==> config.mk <==
export PLATFORM = sky130hd
export DESIGN_NAME = trigger_latency_meter
export DESIGN_NICKNAME = d
export VERILOG_FILES = /design/src/rtl/trigger_latency_meter.sv
export SDC_FILE = /design/constraint.sdc
export NUM_CORES = 1
export LEC_CHECK = 0
export ABC_AREA = 1
export CAP_MARGIN = 20
export CORE_MARGIN = 5
export CORE_UTILIZATION = 51
export DETAILED_ROUTE_END_ITERATION = 8
export GPL_TIMING_DRIVEN = 1
export HOLD_SLACK_MARGIN = 0.03
export PLACE_DENSITY = 0.74
export SLEW_MARGIN = 5
export SYNTH_ARGS = -nofsm -noshare
export SYNTH_HDL_FRONTEND = slang
export SYNTH_SLANG_ARGS = --single-unit
==> constraint.sdc <==
create_clock -name clk -period 3.45 [get_ports clk]
set_input_delay 0.345 -clock clk [delete_from_list [all_inputs] [get_ports clk]]
set_output_delay 0.345 -clock clk [all_outputs]
set_load 0.02 [all_outputs]
==> src/rtl/trigger_latency_meter.sv <==
// Trigger latency meter: counts clock cycles between a start edge and a stop edge.
// Both trigger inputs share an identical synchronizer/edge path so the result is unbiased.
module trigger_latency_meter #(
    parameter int SYNC_STAGES = 3,
    parameter int CNT_BITS    = 32,
    parameter int AUTO_REARM  = 0
) (
    input  logic                clk,
    input  logic                rst,
    input  logic                start_in,
    input  logic                stop_in,
    input  logic [1:0]          start_edge,
    input  logic [1:0]          stop_edge,
    input  logic [CNT_BITS-1:0] timeout_cycles,
    input  logic                arm,
    input  logic                disarm,
    output logic                armed,
    output logic                busy,
    output logic [CNT_BITS-1:0] result_cycles,
    output logic                result_timeout,
    output logic                result_valid,
    input  logic                result_ready
);

    typedef enum logic [1:0] {
        S_IDLE,
        S_ARMED,
        S_COUNTING,
        S_DONE
    } state_t;

    localparam logic [CNT_BITS-1:0] CNT_MAX = '1;
    localparam logic [CNT_BITS-1:0] CNT_ONE = CNT_BITS'(1);

    state_t state_q, state_d;

    logic [SYNC_STAGES-1:0] start_sync;
    logic [SYNC_STAGES-1:0] stop_sync;
    logic                   start_prev;
    logic                   stop_prev;
    logic                   start_pulse;
    logic                   stop_pulse;

    logic [CNT_BITS-1:0] cnt_q, cnt_d;
    logic [CNT_BITS-1:0] tmo_q, tmo_d;
    logic [CNT_BITS-1:0] res_q, res_d;
    logic                rto_q, rto_d;
    logic                armed_d;
    logic                busy_d;
    logic                valid_d;

    // Select which transitions of a synchronized level count as an edge.
    function automatic logic edge_pulse(
        input logic [1:0] sel,
        input logic       cur,
        input logic       prev
    );
        logic hit;
        hit = 1'b0;
        case (sel)
            2'b00:   hit = cur & ~prev;
            2'b01:   hit = ~cur & prev;
            2'b10:   hit = cur ^ prev;
            default: hit = 1'b0;
        endcase
        return hit;
    endfunction

    // Synchronizer chains plus one edge-history flop per trigger input.
    always_ff @(posedge clk or posedge rst) begin
        if (rst) begin
            start_sync <= '0;
            stop_sync  <= '0;
            start_prev <= 1'b0;
            stop_prev  <= 1'b0;
        end else begin
            start_sync <= {start_sync[SYNC_STAGES-2:0], start_in};
            stop_sync  <= {stop_sync[SYNC_STAGES-2:0], stop_in};
            start_prev <= start_sync[SYNC_STAGES-1];
            stop_prev  <= stop_sync[SYNC_STAGES-1];
        end
    end

    assign start_pulse = edge_pulse(start_edge, start_sync[SYNC_STAGES-1],
                                    start_prev);
    assign stop_pulse  = edge_pulse(stop_edge, stop_sync[SYNC_STAGES-1],
                                    stop_prev);

    // State, counter, latched timeout and result registers.
    always_ff @(posedge clk or posedge rst) begin
        if (rst) begin
            state_q      <= S_IDLE;
            cnt_q        <= '0;
            tmo_q        <= '0;
            res_q        <= '0;
            rto_q        <= 1'b0;
            armed        <= 1'b0;
            busy         <= 1'b0;
            result_valid <= 1'b0;
        end else begin
            state_q      <= state_d;
            cnt_q        <= cnt_d;
            tmo_q        <= tmo_d;
            res_q        <= res_d;
            rto_q        <= rto_d;
            armed        <= armed_d;
            busy         <= busy_d;
            result_valid <= valid_d;
        end
    end

    // Next-state and datapath: stop beats timeout, disarm beats both.
    always_comb begin
        state_d = state_q;
        cnt_d   = cnt_q;
        tmo_d   = tmo_q;
        res_d   = res_q;
        rto_d   = rto_q;
        unique case (state_q)
            S_IDLE: begin
                if (arm && !disarm) begin
                    state_d = S_ARMED;
                end
            end
            S_ARMED: begin
                if (disarm) begin
                    state_d = S_IDLE;
                    cnt_d   = '0;
                end else if (start_pulse) begin
                    state_d = S_COUNTING;
                    cnt_d   = CNT_ONE;
                    tmo_d   = timeout_cycles;
                    rto_d   = 1'b0;
                end
            end
            S_COUNTING: begin
                if (disarm) begin
                    state_d = S_IDLE;
                    cnt_d   = '0;
                end else if (stop_pulse) begin
                    state_d = S_DONE;
                    res_d   = cnt_q;
                    rto_d   = 1'b0;
                end else if (tmo_q != '0 && cnt_q == tmo_q) begin
                    state_d = S_DONE;
                    res_d   = tmo_q;
                    rto_d   = 1'b1;
                end else if (cnt_q != CNT_MAX) begin
                    cnt_d   = cnt_q + CNT_ONE;
                end
            end
            S_DONE: begin
                if (result_ready) begin
                    state_d = (AUTO_REARM != 0) ? S_ARMED : S_IDLE;
                    cnt_d   = '0;
                end
            end
            default: begin
                state_d = S_IDLE;
            end
        endcase
    end

    // Status flags are registered decodes of the state being entered.
    always_comb begin
        armed_d = (state_d == S_ARMED);
        busy_d  = (state_d == S_ARMED) || (state_d == S_COUNTING);
        valid_d = (state_d == S_DONE);
    end

    assign result_cycles  = res_q;
    assign result_timeout = rto_q;

endmodule
==> metrics.md <==
| Metric | Value |
|---|---|
| Share of the synthesized area in the top cell type | `around 43%` |
| Static leakage | `0.00354 uW` |
| Met3 WL | `around 1200 um` |
| M1 WL | `8030 um` |
| Row cnt | `between 40 and 50` |
| Register-to-Register Path Depth | `11` |
| WL per Instance | `roughly 15 um` |
| Hold Path Class | `reg -> reg` |
| Total Wirelength | `around 17,000 um` |
| Initial antenna violation count | `0` |
| Clock Power Share | `22.4%` |
| DR DRC count | `0` |
| Min-delay src | `start_sync[1]$_DFF_PP0_` |
| Chip height | `roughly 120 um` |
| Post-route clock skew | `~0.0080 ns` |
| Least-Margin Pin Slew | `between 0.6 and 0.7 ns` |
| CP required | `around 3.7 ns` |
| Post-cts sizing count | `0` |
| RSZ-0062 raised after global routing | `false` |
| Critical path class | `reg -> reg` |
| Max-Cap Viols | `0` |
| Nets | `~1.0k` |
| Most common cell after layout, fill and taps aside | `nand2_1` |
| Area Overhead vs Synth | `18.4%` |
| Crit end category | `flip-flop` |
| Die Area | `15,000 um^2` |
| Syn_nets | `between 900 and 1k` |
| Max-slew headroom | `55.6%` |
| Postcts setup bufs | `0` |
| Area leader, netlist | `dfrtp_1` |
| Crit-path slowest cell | `buf_4` |
| Initial Util | `between 50% and 60%` |
| Status | `finished, final reports clean` |
| Final Max Slew Viols | `0` |
| CP Cell Sequence | `nor2_1 > nand4_1 > nor2_1 > nand2_1 > nand3_4 > nand2_1 > nand2_2 > buf_4 > nand2_1 > nand2_1 > nand2_1` |
| Setup-failing EPs final | `0` |
| Power per cell area | `around 660 nW/um^2` |
| Drt initial violations | `581` |
| Seq pwr share | `between 30% and 40%` |
| Hold path cells | `0` |
| Warnings from Yosys | `0` |
| Netlist cell types | `37` |
| Final worst path period need | `roughly 2.5 ns` |
| Worst VDD drop | `roughly 0.00027 V` |
| WL met2 | `between 7000 and 8000 um` |
| CTS tree | `yes` |
| Setup Total Neg Slack | `0 ns` |
| H-tree levels | `3` |
| IO Port Bufs | `78` |
| Worst setup SP type | `flip-flop` |
| CTS Buf Count | `9` |
| Crit path top cell by count | `nand2_1` |
| Worst Path Arrival | `roughly 2.7 ns` |
| Net Sw Frac | `between 30 and 40%` |
| Synth Area per Inst | `approximately 7 um^2` |
| Clock slew at reported path FFs | `roughly 0.070 ns` |
| Critical R2R Launch | `tmo_q[31]$_DFFE_PP0P_` |
| Sinks on Clock Net | `110` |
| I/O pins | `79` |
| Deepest clock path buffer count | `2` |
| Die width | `123 um` |
| Register bit total from synthesis | `110` |
| Top cells by area, synth | `dfrtp_1 (43%), nand2_1 (20%), nor2_1 (5.5%), nand3_1 (5.0%), inv_1 (4.6%)` |
| Pin count of the biggest net entering global routing | `67` |
| Layout cells sized above 1 | `5.49%` |
| Cell-internal power | `3090 uW` |
| GRT Util Overall | `24.5%` |
| Root Driver | `clkbuf_16` |
| Critical Path Source | `tmo_q[31]$_DFFE_PP0P_` |
| Commonest non-fill, non-tap cells in the layout | `nand2_1 (342), dfrtp_1 (110), nor2_1 (95), inv_1 (78), clkdlybuf4s50_1 (78)` |
| Global route total overflow | `0` |
| Register area share after synthesis | `42.6%` |
| Diodes inserted | `0` |
| Mapped Area | `6460 um^2` |
| Vias | `around 6.1k` |
| Vias per cell | `5.25` |
| Max Used Layer | `met4` |
| Vias in the first global route | `roughly 5.6k` |
| Final Hold Vio Count | `0` |
| Final worst-path cycle share | `72.0%` |
| Skew-Pair Late Insertion Delay | `about 0.37 ns` |
| First-pass GRT wire length | `between 20,000 and 30,000 um` |
| Detail Route Antenna Nets | `0` |
| Min Hold Slack | `around 0.36 ns` |
| Post-synthesis cell count | `between 900 and 1k` |
| FMAX | `between 400 and 500 MHz` |
| Placer's final routability congestion estimate | `between 1 and 1.5` |
| DRT Pass-1 Iters | `5` |
| CP max FO | `66` |
| Dpl hpwl | `around 13,000 um` |
| Sw power | `about 2000 uW` |
| Core area | `~13,000 um^2` |
| Hold-fix buffers, CTS | `0` |
| Max incr delay on CP | `around 0.51 ns` |
| Comb pwr share | `38.2%` |
==> final timing paths <==
kind / endpoint / slack (ns)
worst max-delay path: result_timeout$_DFFE_PP0P_ / 0.97
worst min-delay path: start_sync[2]$_DFF_PP0_ / 0.36
worst max register to register: result_timeout$_DFFE_PP0P_ / 0.97
worst min register to register: start_sync[2]$_DFF_PP0_ / 0.36
max in group asynchronous: tmo_q[27]$_DFFE_PP0P_ / 2.27
min in group asynchronous: stop_sync[2]$_DFF_PP0_ / 0.42
==> sequential cells by signal, indices dropped and copies added, names as in the netlist <==
name / cells
stop_sync: 3
result_timeout: 1
stop_prev: 1
cnt_q: 32
armed: 1
start_sync: 3
result_cycles: 32
result_valid: 1
busy: 1
start_prev: 1
tmo_q: 32
state_q: 2
==> synthesized netlist by cell type (all sizes together) <==
master / number
nor3b: 1
a21o: 1
a21oi: 3
nor2: 100
clkbuf: 17
o22ai: 1
nand4: 26
and2: 2
a21boi: 1
o211ai: 1
inv: 89
nand3: 65
dfrtp: 110
buf: 20
nand2: 347
xor2: 4
nor4: 2
ha: 7
clkinv: 3
nor3: 20
nand3b: 1
and3: 1
o21ai: 73
xnor2: 19
mux2i: 5
==> metrics by stage <==
step	power (uW)	utilization (%)	instances	setup WS, ns	cell area (um^2)
2_1_floorplan	3220	-	919	0.203	6460
3_3_place_gp	3900	58.5	1141	0.951	7330
3_5_place_dp	3940	58.5	1141	0.944	7330
4_1_cts	5090	61.1	1156	1.01	7650
5_1_grt	5410	61.1	1156	0.771	7650
6_report	5060	61.1	1156	0.965	7650
==> worst max-delay path, delay by kind of cell, from the launching register on <==
kind          cells  cell delay [ns]
simple gates     10             1.34
buf+inv           1             0.51
flops             1             0.46
==> area by class of cell <==
| cell class | instances | area (um^2) |
|---|---|---|
| multi-input cells | 680 | 3160 |
| well taps | 172 | 215 |
| clock buffers | 9 | 225 |
| inverters | 92 | 348 |
| clock inverters | 6 | 95.1 |
| flip-flops and latches | 110 | 2750 |
| fillers | 1191 | 4870 |
| repair buffers | 87 | 848 |
==> power by group through the flow <==
stage | sequential, uW | clock [uW] | combinational (uW)
finish | 2000 | 1130 | 1930
global route | 2050 | 1220 | 2150
global placement | 2010 | 0 | 1890
floorplan | 2130 | 0 | 1090
detailed placement | 2010 | 0 | 1930
CTS | 1990 | 1160 | 1940
==> metal layers <==
layer  GRT usage (%)  vias up
met2            37.1      216
met4            8.19        0
met5               0        -
li1                -     3022
met3            4.75       26
met1            35.4     2804
==> cells by family after synthesis <==
group                      count (synthesis)  synth area share, %
and+or+nand+nor                          565                 36.6
buffers and inverters                    129                 8.46
DFF                                      110                 42.6
AOI/OAI and AO/OA                         80                 6.57
xor gates and xnor gates                  23                 3.58
adders and majority gates                  7                 1.36
muxes                                      5                0.775
No activity file was read; power rests on OpenSTA's default activity.
